[src/rtl/rom_read_arbiter.sv]
// rom_read_arbiter: two-requester read arbiter for one latched-q ROM; ROM_ARB_RR_EN selects round-robin (else A priority); ports: clock/reset, reqA/reqB valid/addr/ready, rspA/rspB valid/data, romAddress/romData, busy
module rom_read_arbiter #(
  parameter int ADDR_W = 11,
  parameter int DATA_W = 8,
  parameter int ROM_LAT = 2
) (
  input  logic              clock,
  input  logic              reset,
  input  logic              reqA_valid,
  input  logic [ADDR_W-1:0] reqA_addr,
  output logic              reqA_ready,
  output logic              rspA_valid,
  output logic [DATA_W-1:0] rspA_data,
  input  logic              reqB_valid,
  input  logic [ADDR_W-1:0] reqB_addr,
  output logic              reqB_ready,
  output logic              rspB_valid,
  output logic [DATA_W-1:0] rspB_data,
  output logic [ADDR_W-1:0] romAddress,
  input  logic [DATA_W-1:0] romData,
  output logic              busy
);
  logic prio_a, gnt_a, gnt_b;
  logic [ADDR_W-1:0] addr_q;
  logic [ROM_LAT-1:0] pv, pid;
`ifdef ROM_ARB_RR_EN
  logic last_b;
  always_ff @(posedge clock or posedge reset)
    if (reset) last_b <= 1'b1;
    else if (gnt_a || gnt_b) last_b <= gnt_b;
  assign prio_a = last_b;
`else
  assign prio_a = 1'b1;
`endif
  always_comb begin
    gnt_a = !reset && reqA_valid && (!reqB_valid || prio_a);
    gnt_b = !reset && reqB_valid && !gnt_a;
    reqA_ready = gnt_a;
    reqB_ready = gnt_b;
    romAddress = gnt_a ? reqA_addr : gnt_b ? reqB_addr : addr_q;
    busy = |pv;
  end
  always_ff @(posedge clock or posedge reset)
    if (reset) begin
      addr_q <= '0;
      pv <= '0;
      pid <= '0;
      rspA_valid <= 1'b0;
      rspB_valid <= 1'b0;
      rspA_data <= '0;
      rspB_data <= '0;
    end else begin
      addr_q <= romAddress;
      pv[0] <= gnt_a || gnt_b;
      pid[0] <= gnt_b;
      for (int i = 1; i < ROM_LAT; i++) begin
        pv[i] <= pv[i-1];
        pid[i] <= pid[i-1];
      end
      rspA_valid <= pv[ROM_LAT-1] && !pid[ROM_LAT-1];
      rspB_valid <= pv[ROM_LAT-1] && pid[ROM_LAT-1];
      if (pv[ROM_LAT-1] && !pid[ROM_LAT-1]) rspA_data <= romData;
      if (pv[ROM_LAT-1] && pid[ROM_LAT-1]) rspB_data <= romData;
    end
endmodule

[config.mk]
export PLATFORM = sky130hd
export DESIGN_NAME = rom_read_arbiter
export DESIGN_NICKNAME = d
export VERILOG_FILES = /design/src/rtl/rom_read_arbiter.sv
export SDC_FILE = /design/constraint.sdc
export NUM_CORES = 1
export LEC_CHECK = 0
export ABC_CLOCK_PERIOD_IN_PS = 2000
export CORE_MARGIN = 10
export CORE_UTILIZATION = 44
export DETAILED_ROUTE_END_ITERATION = 16
export GPL_TIMING_DRIVEN = 0
export PLACE_DENSITY = 0.84
export SETUP_SLACK_MARGIN = 0.3
export SYNTH_ARGS = -nofsm -noshare
export SYNTH_HDL_FRONTEND = slang
export SYNTH_SLANG_ARGS = --single-unit
[constraint.sdc]
create_clock -name clock -period 2 [get_ports clock]
set_clock_uncertainty 0.1 [all_clocks]
set_input_delay 0.2 -clock clock [delete_from_list [all_inputs] [get_ports clock]]
set_output_delay 0.2 -clock clock [all_outputs]
set_load 0.02 [all_outputs]
Word-level counts from Yosys, hierarchy flattened
Cells that the tools add are included.
{ "totals": {"regBits": 33, "elab_cells": 19} }
{ "classes": {"reduce_logical": 10, "n_mux": 2} }
{ "ops": {"columns": ["cell", "n"], "rows": [
  ["11-bit 2-to-1 mux", 2],
  ["1-bit logical AND", 5],
  ["1-bit zero test", 3],
  ["2-bit OR reduction", 1],
  ["1-bit logical OR", 1]
]} }

Depth between registers and ports, before layout
{ "depth": {"depth_word": 6, "mapped_depth": 5, "depth_no_buf": 3} }

Least setup slack after synthesis
No wires, ideal clock.
{ "synth_path": {"kind": "input to output", "start": "input reset", "end": "output romAddress[1]", "cell_stages": 4, "required_ns": 1.700, "t_arrival_ns": 1.345, "slack_ns": 0.355, "cell_sequence": "inv_1 > buf_2 > o22ai_1 > nor3_2"} }
{ "synth_via": {"elab_chain_cells": 6, "elab_cells_between_ends": 7} }
{ "synth_lines": {"columns": ["element", "line", "text"], "rows": [
  ["start, declared", "8", "input logic reset,"],
  ["1-bit zero test (no source line) *", null, null],
  ["1-bit logical AND", "36", "gnt_a = !reset && reqA_valid && (!reqB_valid || prio_a);"],
  ["1-bit zero test", "37", "gnt_b = !reset && reqB_valid && !gnt_a;"],
  ["1-bit logical AND", "37", null],
  ["11-bit 2-to-1 mux", "40", "romAddress = gnt_a ? reqA_addr : gnt_b ? reqB_addr : addr_q;"],
  ["11-bit 2-to-1 mux *", "40", null],
  ["end, declared", "19", "output logic [ADDR_W-1:0] romAddress,"]
]} }
Every way passes the cells marked *; elsewhere a longest branch is shown, timed or not.

Final worst setup path
{ "layout_path": {"start": "register rspA_data[6]", "end": "output rspA_data[6]"} }
{ "layout_lines": {"columns": ["element", "line", "text"], "rows": [
  ["start, declared", "13", "output logic [DATA_W-1:0] rspA_data,"],
  ["start signal, assigned", "62", "if (pv[ROM_LAT-1] && !pid[ROM_LAT-1]) rspA_data <= romData;"]
]} }
No word-level cell between the ends.

==> implementation parameters <==
Parameter                              Value

Route
  Length of routed met2 wiring ... between 2 and 2.5 mm
  Wire length on met3 ... 459 microns
  Uppermost signal routing layer after detailed routing ... met4
  Total Wirelength ... 4.20 mm
  Via Count ... 1213
  DRC violation count after routing ... 0
  Remaining number of nets flagged by the antenna check after routing ... 0
  Routed vias/inst ... just over 5
  Count of TritonRoute iterations in the first routing pass ... 4
  Wire length per cell ... 17.9 microns
  Post-Route M1 WL ... ~1.7 mm
  Detailed router's first-iteration violation count ... 57

STA
  RSZ-0062 raised after global routing ... no
  Number of endpoints with negative hold slack in the final report ... 0
  Slew Limit Headroom ... between 60% and 70%
  Setup violation total in the final timing report ... 0
  Fin worst setup slack ... between 300 and 400 ps
  F_max ... around 620 MHz
  Count of pins over their slew limit ... 0
  Post-layout minimum cycle time ... 1620 ps
  Final cycle utilization of the critical path ... approximately 81%
  Worst hold-check slack ... roughly 170 ps
  Worst Max-Slew Pin Slew ... between 500 and 600 ps

Logic synthesis
  Most frequent cells after synthesis ... 33 x sky130_fd_sc_hd__dfrtp_1, 18 x sky130_fd_sc_hd__nor3_2, 15 x sky130_fd_sc_hd__nor3_1
  Number of different library cells in the post-synthesis netlist ... 15
  Count of flip-flops with a built-in enable after synthesis ... 0
  Arithmetic-cell share of the synthesized area counting full adders, half adders and majority gates ... 0%
  Main combinational cell family by area after synthesis ... simple AND/OR/NAND/NOR gates
  Share of synthesized cell area in and, or, nand and nor gates ... slightly above 20%
  Synthesized net count ... between 100 and 150
  Post-synthesis xor/xnor area fraction ... 0%
  Ys async rst share ... 100%
  Part of the Yosys area used for sequential elements ... approximately 55%
  Dominant cell type by area after synthesis ... sky130_fd_sc_hd__dfrtp_1
  Number of register bits inferred by synthesis ... 33
  Mux contribution to synthesized area ... 14.1%
  Share of the synthesized area in compound gates (AO/OA/AOI/OAI) ... approximately 4.6%
  Netlist area before placement ... roughly 0.0015 sq mm
  Yosys warning count ... 0
  Leading register cell type out of synthesis ... sky130_fd_sc_hd__dfrtp_1
  Number of instances in the synthesized netlist ... 113
  Share of Yosys cell area claimed by the top area cell type ... a little under three fifths
  Per-instance average area after synthesis ... roughly 13 sq um
  Most frequent cell after synthesis ... sky130_fd_sc_hd__dfrtp_1
  Top post-synthesis cells by area ... sky130_fd_sc_hd__dfrtp_1 55%, sky130_fd_sc_hd__nor3_2 12%, sky130_fd_sc_hd__mux2_4 8.0%

Placement
  Input/output buffers ... 64
  Post-placement setup slack ... -893 ps
  Placed cell areas ... ~0.0022 sq mm
  Detailed placer's ending HPWL ... 3.15 mm
  Cell count after placement ... between 200 and 250
  Gp weighted congestion ... 0.721

Clock tree
  CTS tree ... yes
  CTS H-tree depth ... 2
  Clock Tree Root ... sky130_fd_sc_hd__clkbuf_4
  Skew-Pair Late Insertion Delay ... ~320 ps
  Sinks on the clock net ... 33
  Clock tree buffer depth ... 2
  Reg clk slew, reported paths ... about 90 ps
  Number of buffers created by CTS ... 5

Final layout
  Proportion of layout cells with a drive suffix above 1 ... 36.0%
  Count of non-filler cells in the finished layout ... ~240
  Post-route design area ... approximately 0.0023 sq mm
  Count of antenna diodes in the layout ... 0
  Area growth syn-to-layout ... 53.6%
  Number of nets in the layout ... 223

Floorplan
  Die Ht ... roughly 80 microns
  Area inside the core boundary ... 0.00331 sq mm
  Initial core utilization ... between 40% and 50%
  Width of the die ... 78.2 microns
  Area of the die ... 0.00612 sq mm
  Std cell rows ... 21
  Top-level I/O count ... 66

Critical path
  Longest individual stage delay on the worst path ... 620 ps
  Critical path arrival ... 1320 ps
  Worst setup EP type ... primary output
  Start of the worst register-to-register path ... pid[1]
  End of the worst register-to-register path ... rspA_data[7]
  CP startpoint kind ... register
  Max FO, Critical Path ... 2
  Stages on the worst setup path ... 1
  Setup slack on the worst flop-to-flop path ... roughly 790 ps
  CP Class ... register to primary output
  Slowest cell on the critical path ... sky130_fd_sc_hd__clkdlybuf4s50_1
  Critical path data required time ... around 1700 ps
  Launch point of the critical path ... rspA_data[6]
  Crit-path leading delay family ... buffers and inverters
  Number of buffers and inverters on the critical path ... 1
  Cell-by-cell listing of the critical path ... clkdlybuf4s50_1
  R2R cell count ... 3
  Capture point of the worst path ... rspA_data[6]

Power
  Total design power ... between 0.0015 and 0.002 W
  Static Leakage ... ~1 nW
  VDD IR-drop max ... 0.418 mV
  PwrDens ... 799 mW/mm^2

Hold path
  Path class of the lowest-slack min-delay path ... input pin to register

Job
  Max-cap violation count ... 0

Status
  Status ... finished, final reports clean

Global routing
  Maximum number of pins on one net before global-route repair ... 22
  Global-route wire length before repair ... 6.63 mm
  Via count of the first global-routing pass ... roughly 1400
  Grt total ovfl ... 0
  All-layer global routing usage ... a little over an eighth
  Number of antenna violations at the first check in global routing ... 0
metal layers:
metal	vias up	GRT usage (%)
met1	588	14.5
li1	554	-
met5	-	0
met2	65	21.6
met3	6	8.20
met4	0	4.66
kinds of logic (layout without fill, tap and decap cells):
group                  after synthesis  after routing
AND/OR/NAND/NOR                     41             41
flip-flops                          33             33
multiplexers                        16             16
buffers and inverters               12             88
AO/OA/AOI/OAI                       11             11
worst min-delay path by stage:
stage,from,to,slack (ps),depth (start not counted)
3_5_place_dp,pid[0],pid[1],240,0
2_1_floorplan,reset,pv[0],170,1
5_1_grt,reqA_valid,pid[0],170,3
3_3_place_gp,pid[0],pid[1],230,0
4_1_cts,reset,addr_q[5],8,3
6_report,reqA_valid,pid[0],170,3
worst reg2reg max path: stages (launching register included):
cell and delay, ps:
sky130_fd_sc_hd__dfrtp_1 390, sky130_fd_sc_hd__nand2b_1 150, sky130_fd_sc_hd__buf_6 160, sky130_fd_sc_hd__mux2_4 300
sequential cells by signal (all words and copies together) (netlist names):
| name | count |
|---|---|
| rspB_valid | 1 |
| pid | 2 |
| rspA_valid | 1 |
| rspB_data | 8 |
| rspA_data | 8 |
| pv | 2 |
| addr_q | 11 |
cell type report:
class | count | area [sq um]
clock buffer | 7 | 55.1
multi-input combinational | 68 | 592
tap | 46 | 57.6
sequential | 33 | 826
inverter | 4 | 15.0
fill | 268 | 1020
timing repair buffer | 69 | 652
buffer | 8 | 95.1
stage by stage:
step | setup TNS [ps] | utilization (%)
2_1_floorplan | 0 | -
3_3_place_gp | -7420 | 66.2
3_5_place_dp | -9130 | 66.2
4_1_cts | 0 | 68.5
5_1_grt | 0 | 69.2
6_report | 0 | 69.2
power by group:
group	switching [W]	total, W	internal [W]
Sequential	0.0000574	0.000826	0.000769
Clock	0.000208	0.000374	0.000166
Combinational	0.000305	0.000632	0.000327
Total	0.000570	0.00183	0.00126
what timing repair did:
action	in CTS	in global routing
setup endpoints to repair	23	5
cloned	1	0
setup buffers	1	0
pin swaps	1	0
endpoints found under the hold margin	0	13
hold buffers	0	3
gates resized for setup	55	9
cells in the final DEF, fill, tap and decap left out, types with 3 or more instances in the layout:
cell type                         instances
sky130_fd_sc_hd__clkdlybuf4s50_1         48
sky130_fd_sc_hd__dfrtp_1                 33
sky130_fd_sc_hd__nor3_2                  19
sky130_fd_sc_hd__nor3_1                  14
sky130_fd_sc_hd__o22ai_1                 11
sky130_fd_sc_hd__mux2_4                   8
sky130_fd_sc_hd__mux2_2                   8
sky130_fd_sc_hd__buf_2                    7
sky130_fd_sc_hd__buf_4                    5
sky130_fd_sc_hd__clkbuf_4                 5
sky130_fd_sc_hd__buf_6                    4
sky130_fd_sc_hd__inv_1                    3
sky130_fd_sc_hd__nor2_1                   3
sky130_fd_sc_hd__dlygate4sd3_1            3
sky130_fd_sc_hd__dlygate4sd2_1            3
sky130_fd_sc_hd__clkbuf_2                 3
(Power assumes the default switching activity.)
